===== src/rtl/alu_arbiter_if.sv =====
// alu_arbiter_if: requester bus plus alu pin bundle for alu_arbiter.
// slave = arbiter view, master = requester/alu environment view.
interface alu_arbiter_if #(
  parameter int NREQ = 4
);
  logic [NREQ-1:0]   req;
  logic [NREQ*8-1:0] req_a;
  logic [NREQ*8-1:0] req_b;
  logic [NREQ*3-1:0] req_op;
  logic [NREQ-1:0]   gnt;
  logic [NREQ-1:0]   rsp_valid;
  logic [15:0]       rsp_result;
  logic              rsp_err;
  logic [7:0]        alu_a;
  logic [7:0]        alu_b;
  logic [2:0]        alu_op;
  logic              alu_start;
  logic [15:0]       alu_result;
  logic              alu_done;

  modport slave (
    input  req, req_a, req_b, req_op,
    input  alu_result, alu_done,
    output gnt, rsp_valid, rsp_result, rsp_err,
    output alu_a, alu_b, alu_op, alu_start
  );

  modport master (
    output req, req_a, req_b, req_op,
    output alu_result, alu_done,
    input  gnt, rsp_valid, rsp_result, rsp_err,
    input  alu_a, alu_b, alu_op, alu_start
  );
endinterface


===== src/rtl/alu_arbiter.sv =====
// alu_arbiter: shares one alu among NREQ requesters (round-robin, or
// fixed priority with ALU_ARB_FIXED_PRIO_EN defined); watchdog on done.
// Ports: clk, reset_n (async, active low), bus (alu_arbiter_if.slave):
//   req/req_a/req_b/req_op in, gnt/rsp_valid/rsp_result/rsp_err out,
//   alu_a/alu_b/alu_op/alu_start out, alu_result/alu_done in.
module alu_arbiter #(
  parameter int NREQ    = 4,
  parameter int TIMEOUT = 4
) (
  input  logic         clk,
  input  logic         reset_n,
  alu_arbiter_if.slave bus
);
  localparam int IW = $clog2(NREQ);
  localparam int CW = $clog2(TIMEOUT);

  typedef enum logic [1:0] {IDLE, ISSUE, WAIT} state_t;

  state_t          state, state_d;
  logic [IW-1:0]   own, own_d;
  logic [IW-1:0]   win;
  logic            found;
  logic [CW-1:0]   cnt, cnt_d;
  logic [NREQ-1:0] gnt_d, rv_d;
  logic            start_d, err_d;
  logic [15:0]     res_d;
  logic [7:0]      a_d, b_d;
  logic [2:0]      op_d;

`ifdef ALU_ARB_FIXED_PRIO_EN
  // Descending scan: the lowest set index is written last and wins.
  always_comb begin
    win   = '0;
    found = 1'b0;
    for (int i = NREQ - 1; i >= 0; i--) begin
      if (bus.req[i]) begin
        win   = IW'(i);
        found = 1'b1;
      end
    end
  end
`else
  // own doubles as the RR pointer: scan own+NREQ down to own+1 so the
  // index right after the last winner is written last and wins.
  logic [IW:0] idx;

  always_comb begin
    win   = '0;
    found = 1'b0;
    idx   = '0;
    for (int k = NREQ; k >= 1; k--) begin
      idx = {1'b0, own} + (IW+1)'(k);
      if (idx >= (IW+1)'(NREQ))
        idx = idx - (IW+1)'(NREQ);
      if (bus.req[idx[IW-1:0]]) begin
        win   = idx[IW-1:0];
        found = 1'b1;
      end
    end
  end
`endif

  always_comb begin
    state_d = state;
    own_d   = own;
    cnt_d   = cnt;
    gnt_d   = '0;
    rv_d    = '0;
    start_d = 1'b0;
    err_d   = 1'b0;
    res_d   = '0;
    a_d     = bus.alu_a;
    b_d     = bus.alu_b;
    op_d    = bus.alu_op;
    unique case (state)
      IDLE: begin
        if (found) begin
          gnt_d[win] = 1'b1;
          start_d    = 1'b1;
          own_d      = win;
          state_d    = ISSUE;
          for (int i = 0; i < NREQ; i++) begin
            if (win == IW'(i)) begin
              a_d  = bus.req_a[i*8 +: 8];
              b_d  = bus.req_b[i*8 +: 8];
              op_d = bus.req_op[i*3 +: 3];
            end
          end
        end
      end
      ISSUE: begin
        cnt_d   = '0;
        state_d = WAIT;
      end
      WAIT: begin
        // done is tested first so it beats the terminal count
        if (bus.alu_done) begin
          rv_d[own] = 1'b1;
          res_d     = bus.alu_result;
          state_d   = IDLE;
        end else if (cnt == CW'(TIMEOUT - 1)) begin
          rv_d[own] = 1'b1;
          err_d     = 1'b1;
          state_d   = IDLE;
        end else begin
          cnt_d = cnt + CW'(1);
        end
      end
      default: state_d = IDLE;
    endcase
  end

  always_ff @(posedge clk or negedge reset_n) begin
    if (!reset_n) begin
      state          <= IDLE;
      own            <= IW'(NREQ - 1);
      cnt            <= '0;
      bus.gnt        <= '0;
      bus.rsp_valid  <= '0;
      bus.rsp_result <= '0;
      bus.rsp_err    <= 1'b0;
      bus.alu_a      <= '0;
      bus.alu_b      <= '0;
      bus.alu_op     <= '0;
      bus.alu_start  <= 1'b0;
    end else begin
      state          <= state_d;
      own            <= own_d;
      cnt            <= cnt_d;
      bus.gnt        <= gnt_d;
      bus.rsp_valid  <= rv_d;
      bus.rsp_result <= res_d;
      bus.rsp_err    <= err_d;
      bus.alu_a      <= a_d;
      bus.alu_b      <= b_d;
      bus.alu_op     <= op_d;
      bus.alu_start  <= start_d;
    end
  end
endmodule


===== src/flat_wrapper.sv =====
// flat-port wrapper written by rule: the top's interface ports become plain ports
module alu_arbiter_flat 
#(
  parameter int NREQ    = 4,
  parameter int TIMEOUT = 4
)
  (clk, reset_n, bus_req, bus_req_a, bus_req_b, bus_req_op, bus_alu_result, bus_alu_done, bus_gnt, bus_rsp_valid, bus_rsp_result, bus_rsp_err, bus_alu_a, bus_alu_b, bus_alu_op, bus_alu_start);
  alu_arbiter_if #(.NREQ(NREQ)) bus_i ();
  input  logic clk;
  input  logic reset_n;
  input wire logic [$bits(bus_i.req)-1:0] bus_req;
  input wire logic [$bits(bus_i.req_a)-1:0] bus_req_a;
  input wire logic [$bits(bus_i.req_b)-1:0] bus_req_b;
  input wire logic [$bits(bus_i.req_op)-1:0] bus_req_op;
  input wire logic [$bits(bus_i.alu_result)-1:0] bus_alu_result;
  input wire logic [$bits(bus_i.alu_done)-1:0] bus_alu_done;
  output wire logic [$bits(bus_i.gnt)-1:0] bus_gnt;
  output wire logic [$bits(bus_i.rsp_valid)-1:0] bus_rsp_valid;
  output wire logic [$bits(bus_i.rsp_result)-1:0] bus_rsp_result;
  output wire logic [$bits(bus_i.rsp_err)-1:0] bus_rsp_err;
  output wire logic [$bits(bus_i.alu_a)-1:0] bus_alu_a;
  output wire logic [$bits(bus_i.alu_b)-1:0] bus_alu_b;
  output wire logic [$bits(bus_i.alu_op)-1:0] bus_alu_op;
  output wire logic [$bits(bus_i.alu_start)-1:0] bus_alu_start;
  assign bus_i.req = bus_req;
  assign bus_i.req_a = bus_req_a;
  assign bus_i.req_b = bus_req_b;
  assign bus_i.req_op = bus_req_op;
  assign bus_i.alu_result = bus_alu_result;
  assign bus_i.alu_done = bus_alu_done;
  assign bus_gnt = bus_i.gnt;
  assign bus_rsp_valid = bus_i.rsp_valid;
  assign bus_rsp_result = bus_i.rsp_result;
  assign bus_rsp_err = bus_i.rsp_err;
  assign bus_alu_a = bus_i.alu_a;
  assign bus_alu_b = bus_i.alu_b;
  assign bus_alu_op = bus_i.alu_op;
  assign bus_alu_start = bus_i.alu_start;
  alu_arbiter #(.NREQ(NREQ), .TIMEOUT(TIMEOUT)) u_core (.clk(clk), .reset_n(reset_n), .bus(bus_i));
endmodule

===== config.mk =====
export PLATFORM = sky130hd
export DESIGN_NAME = alu_arbiter_flat
export DESIGN_NICKNAME = d
export VERILOG_FILES = /design/src/rtl/alu_arbiter_if.sv /design/src/rtl/alu_arbiter.sv /design/src/flat_wrapper.sv
export SDC_FILE = /design/constraint.sdc
export NUM_CORES = 1
export LEC_CHECK = 0
export ABC_AREA = 1
export CORE_UTILIZATION = 41
export CTS_CLUSTER_DIAMETER = 80
export CTS_CLUSTER_SIZE = 24
export DETAILED_ROUTE_END_ITERATION = 16
export PLACE_DENSITY = 0.81
export RECOVER_POWER = 50
export REMOVE_ABC_BUFFERS = 1
export SLEW_MARGIN = 30
export SYNTH_ARGS = -nofsm -noshare
export SYNTH_HDL_FRONTEND = slang
export SYNTH_SLANG_ARGS = --single-unit

===== constraint.sdc =====
create_clock -name clk -period 3.2 [get_ports clk]
set_input_delay 0.32 -clock clk [delete_from_list [all_inputs] [get_ports clk]]
set_output_delay 0.32 -clock clk [all_outputs]
set_load 0.005 [all_outputs]

==> impl_metrics.json <==
{
  "cts_max_path_buffers": 2,
  "die_x_um": 86.6,
  "grt_pass1_wl_um": 13000,
  "synth.largest_area_cell": "dfrtp_1",
  "synth_cells": 423,
  "vias": 2999,
  "critPathLaunchType": "register",
  "period_needed_ns": 2.85,
  "synthXorXnorAreaFrac_pct": 0,
  "wire_per_inst_um": 11.9,
  "synthMuxAreaShare_pct": 0,
  "cp.arrival_ns": 3.04,
  "syn_area_per_cell_um2": 6.94,
  "final_cell_mix": "144 x nand2_1, 125 x clkdlybuf4s50_1, 68 x inv_1",
  "setup_viol": 0,
  "drive_above_1_share_pct": 5.04,
  "p_int_uw": 2100,
  "ios": 144,
  "overflow": 0,
  "ir_drop_mv": 0.404,
  "maxCapViolCount": 1,
  "cts_tree": "yes",
  "cts-root-buf": "clkbuf_8",
  "gr-usage-met2_pct": 41.1,
  "seq_area_frac_synth_pct": 43.6,
  "min_path_type": "reg2reg",
  "drcViolationCount": 0,
  "worstPathRequired_ns": 3.39,
  "cts.reportedPaths.clkPinSlew_ns": 0.09,
  "first_global_vias": 2979,
  "yosysUniqueCellTypes": 23,
  "start_util_pct": 42.7,
  "final.setup_skew_ns": 0.00478,
  "portBuffers": 143,
  "core-area_um2": 6870,
  "rsz0062_at_grt": "no",
  "cts_sinks": 51,
  "ff2ff_path_depth": 14,
  "drt_pass1_iterations": 6,
  "dr.first_iter.drc_count": 82,
  "nNetsFinal": 659,
  "combPwrFrac_pct": 66.3,
  "swShare_pct": 49.2,
  "slew_headroom_pct": -77.1,
  "synth_top_area_share_pct": 41.8,
  "synth_warnings": 0,
  "period_share_pct": 89.0,
  "final_area_um2": 4480,
  "tns_ns": 0,
  "clockPowerShare_pct": 9.3,
  "startpoint": "u_core.own[0]",
  "power.switching_uw": 2030,
  "placed_area_um2": 4380,
  "synth_simple_gate_area_share_pct": 33.0,
  "place.gp.congestion": 0.786,
  "netlist_top_cells_area": "dfrtp_1 42%, nand2_1 19%, inv_1 8.7%",
  "hold_depth": 2,
  "tightestPinTransition_ns": 2.66,
  "use_met1_pct": 25.4,
  "worstHoldStart": "u_core.cnt[1]",
  "critPathKind": "reg2reg",
  "grt_max_degree": 52,
  "dieArea_um2": 7500,
  "r2r_start": "u_core.own[0]",
  "synth_top_family_by_area": "simple AND/OR/NAND/NOR gates",
  "violations": "max-capacitance violations, max-slew violations",
  "ys_seq_elements": 51,
  "status": "finished, violations left",
  "antennaDiodeCount": 0,
  "wirelength_um": 7780,
  "clk_latency_ns": 0.30,
  "die_y_um": 86.6,
  "cts.htree.levels": 2,
  "routed_via_density": 4.60,
  "synthAdderAreaFrac_pct": 2.13,
  "syn_area_um2": 2930,
  "rows": 30,
  "fin_util_pct": 65.2,
  "fmax_mhz": 351,
  "grt-busiest-layer": "met2",
  "dp_hpwl_um": 5800,
  "numCtsBuffers": 5,
  "synth-compound-area-share_pct": 7.63,
  "use_met3_pct": 4.10,
  "reg2reg_slack_ns": 0.35,
  "p_leak_uw": 0.00239,
  "power_density_nw_per_um2": 923,
  "maxSlewViolCount": 52,
  "p_seq_share_pct": 24.4,
  "final_common_cell": "nand2_1",
  "endpoint": "u_core.bus.alu_a[7]",
  "worstPathMaxFanout": 22,
  "crit_path_end_kind": "register",
  "finalHoldViolations": 0,
  "fill_cells": 585,
  "antenna_left": 0,
  "holdWs_ns": 0.487,
  "area_growth_pct": 52.7,
  "grt_antenna_before_repair": 0,
  "r2r-end": "u_core.bus.alu_a[7]",
  "grt.total_usage_pct": 21.9
}
-- power groups by stage --
| stage | sequential [uW] | combinational, uW | clock (uW) |
|---|---|---|---|
| after detailed placement | 1020 | 2770 | 0 |
| after floorplan | 1010 | 1700 | 0 |
| after CTS | 1010 | 2770 | 393 |
| final | 1010 | 2740 | 385 |
| after global placement | 1020 | 2680 | 0 |
| after global routing | 1040 | 3140 | 424 |
-- cells by family after synthesis --
logic type	Yosys count
AOI/OAI and AO/OA	44
adders and majority gates	5
buffers and inverters	94
DFF	51
and+or+nand+nor	229
-- area by class of cell --
class                           count  area [um2]  share of cell area [%]
Timing Repair Buffer              146        1450                    32.3
Sequential cell                    51        1280                    28.5
Multi-Input combinational cell    278        1260                    28.1
Inverter                           73         277                    6.17
Tap cell                           96         120                    2.68
Clock buffer                        6        82.6                    1.84
Clock inverter                      2        16.3                   0.363
-- sequential cells by signal (all words and copies together), names as in the netlist --
| name | cells |
|---|---|
| u_core.bus.alu_start | 1 |
| u_core.bus.rsp_valid | 4 |
| u_core.bus.rsp_err | 1 |
| u_core.bus.alu_op | 3 |
| u_core.bus.rsp_result | 16 |
| u_core.state | 2 |
| u_core.own | 2 |
| u_core.bus.gnt | 4 |
| u_core.bus.alu_b | 8 |
| u_core.cnt | 2 |
| u_core.bus.alu_a | 8 |
-- critical path: stages, from the launching register on --
cell	delay, ns
dfstp_2	0.68
inv_4	0.10
ha_1	0.36
nand3b_2	0.24
nand2_1	0.08
inv_2	0.04
nand2_1	0.06
nand3_2	0.09
nand2_4	0.21
buf_4	0.29
nand2_4	0.18
o21ai_0	0.23
inv_1	0.06
nand2_1	0.06
nand2_1	0.04
-- per-stage QoR --
| step | setup slack (ns) | std cells | total power [uW] |
|---|---|---|---|
| global route | 0.0903 | 652 | 4600 |
| floorplan | 0.696 | 402 | 2720 |
| CTS | 0.255 | 652 | 4180 |
| finish | 0.353 | 652 | 4140 |
| global placement | 0.355 | 644 | 3700 |
| detailed placement | 0.277 | 644 | 3790 |
-- what timing repair did --
action	in CTS	in global routing
setup buffers	0	0
resized for setup	0	1
hold buffers	0	0
endpoints found under the setup margin	0	1
-- how the worst min path moves through the flow --
| stage | end | slack, ns |
|---|---|---|
| 3_3_place_gp | u_core.cnt[1] | 0.46 |
| 3_5_place_dp | u_core.bus.rsp_valid[0] | 0.38 |
| 5_1_grt | u_core.bus.alu_a[2] | 0.52 |
| 4_1_cts | u_core.bus.rsp_valid[0] | 0.06 |
| 6_report | u_core.cnt[1] | 0.49 |
| 2_1_floorplan | u_core.bus.alu_a[0] | 0.02 |
-- cells in the mapped netlist (all sizes together) --
cell type / count
nand2: 150
inv: 72
dfrtp: 49
nand3: 45
o21ai: 44
nor2: 30
buf: 15
clkbuf: 6
ha: 5
dfstp: 2
nor3: 2
clkinv: 1
nand3b: 1
nor3b: 1
-- metal layers --
layer	part of all wire (%)	vias up
met4	0.93	0
li1	-	1542
met5	0	-
met2	50	115
met1	43	1336
met3	6.1	6
(Power assumes the default switching activity.)
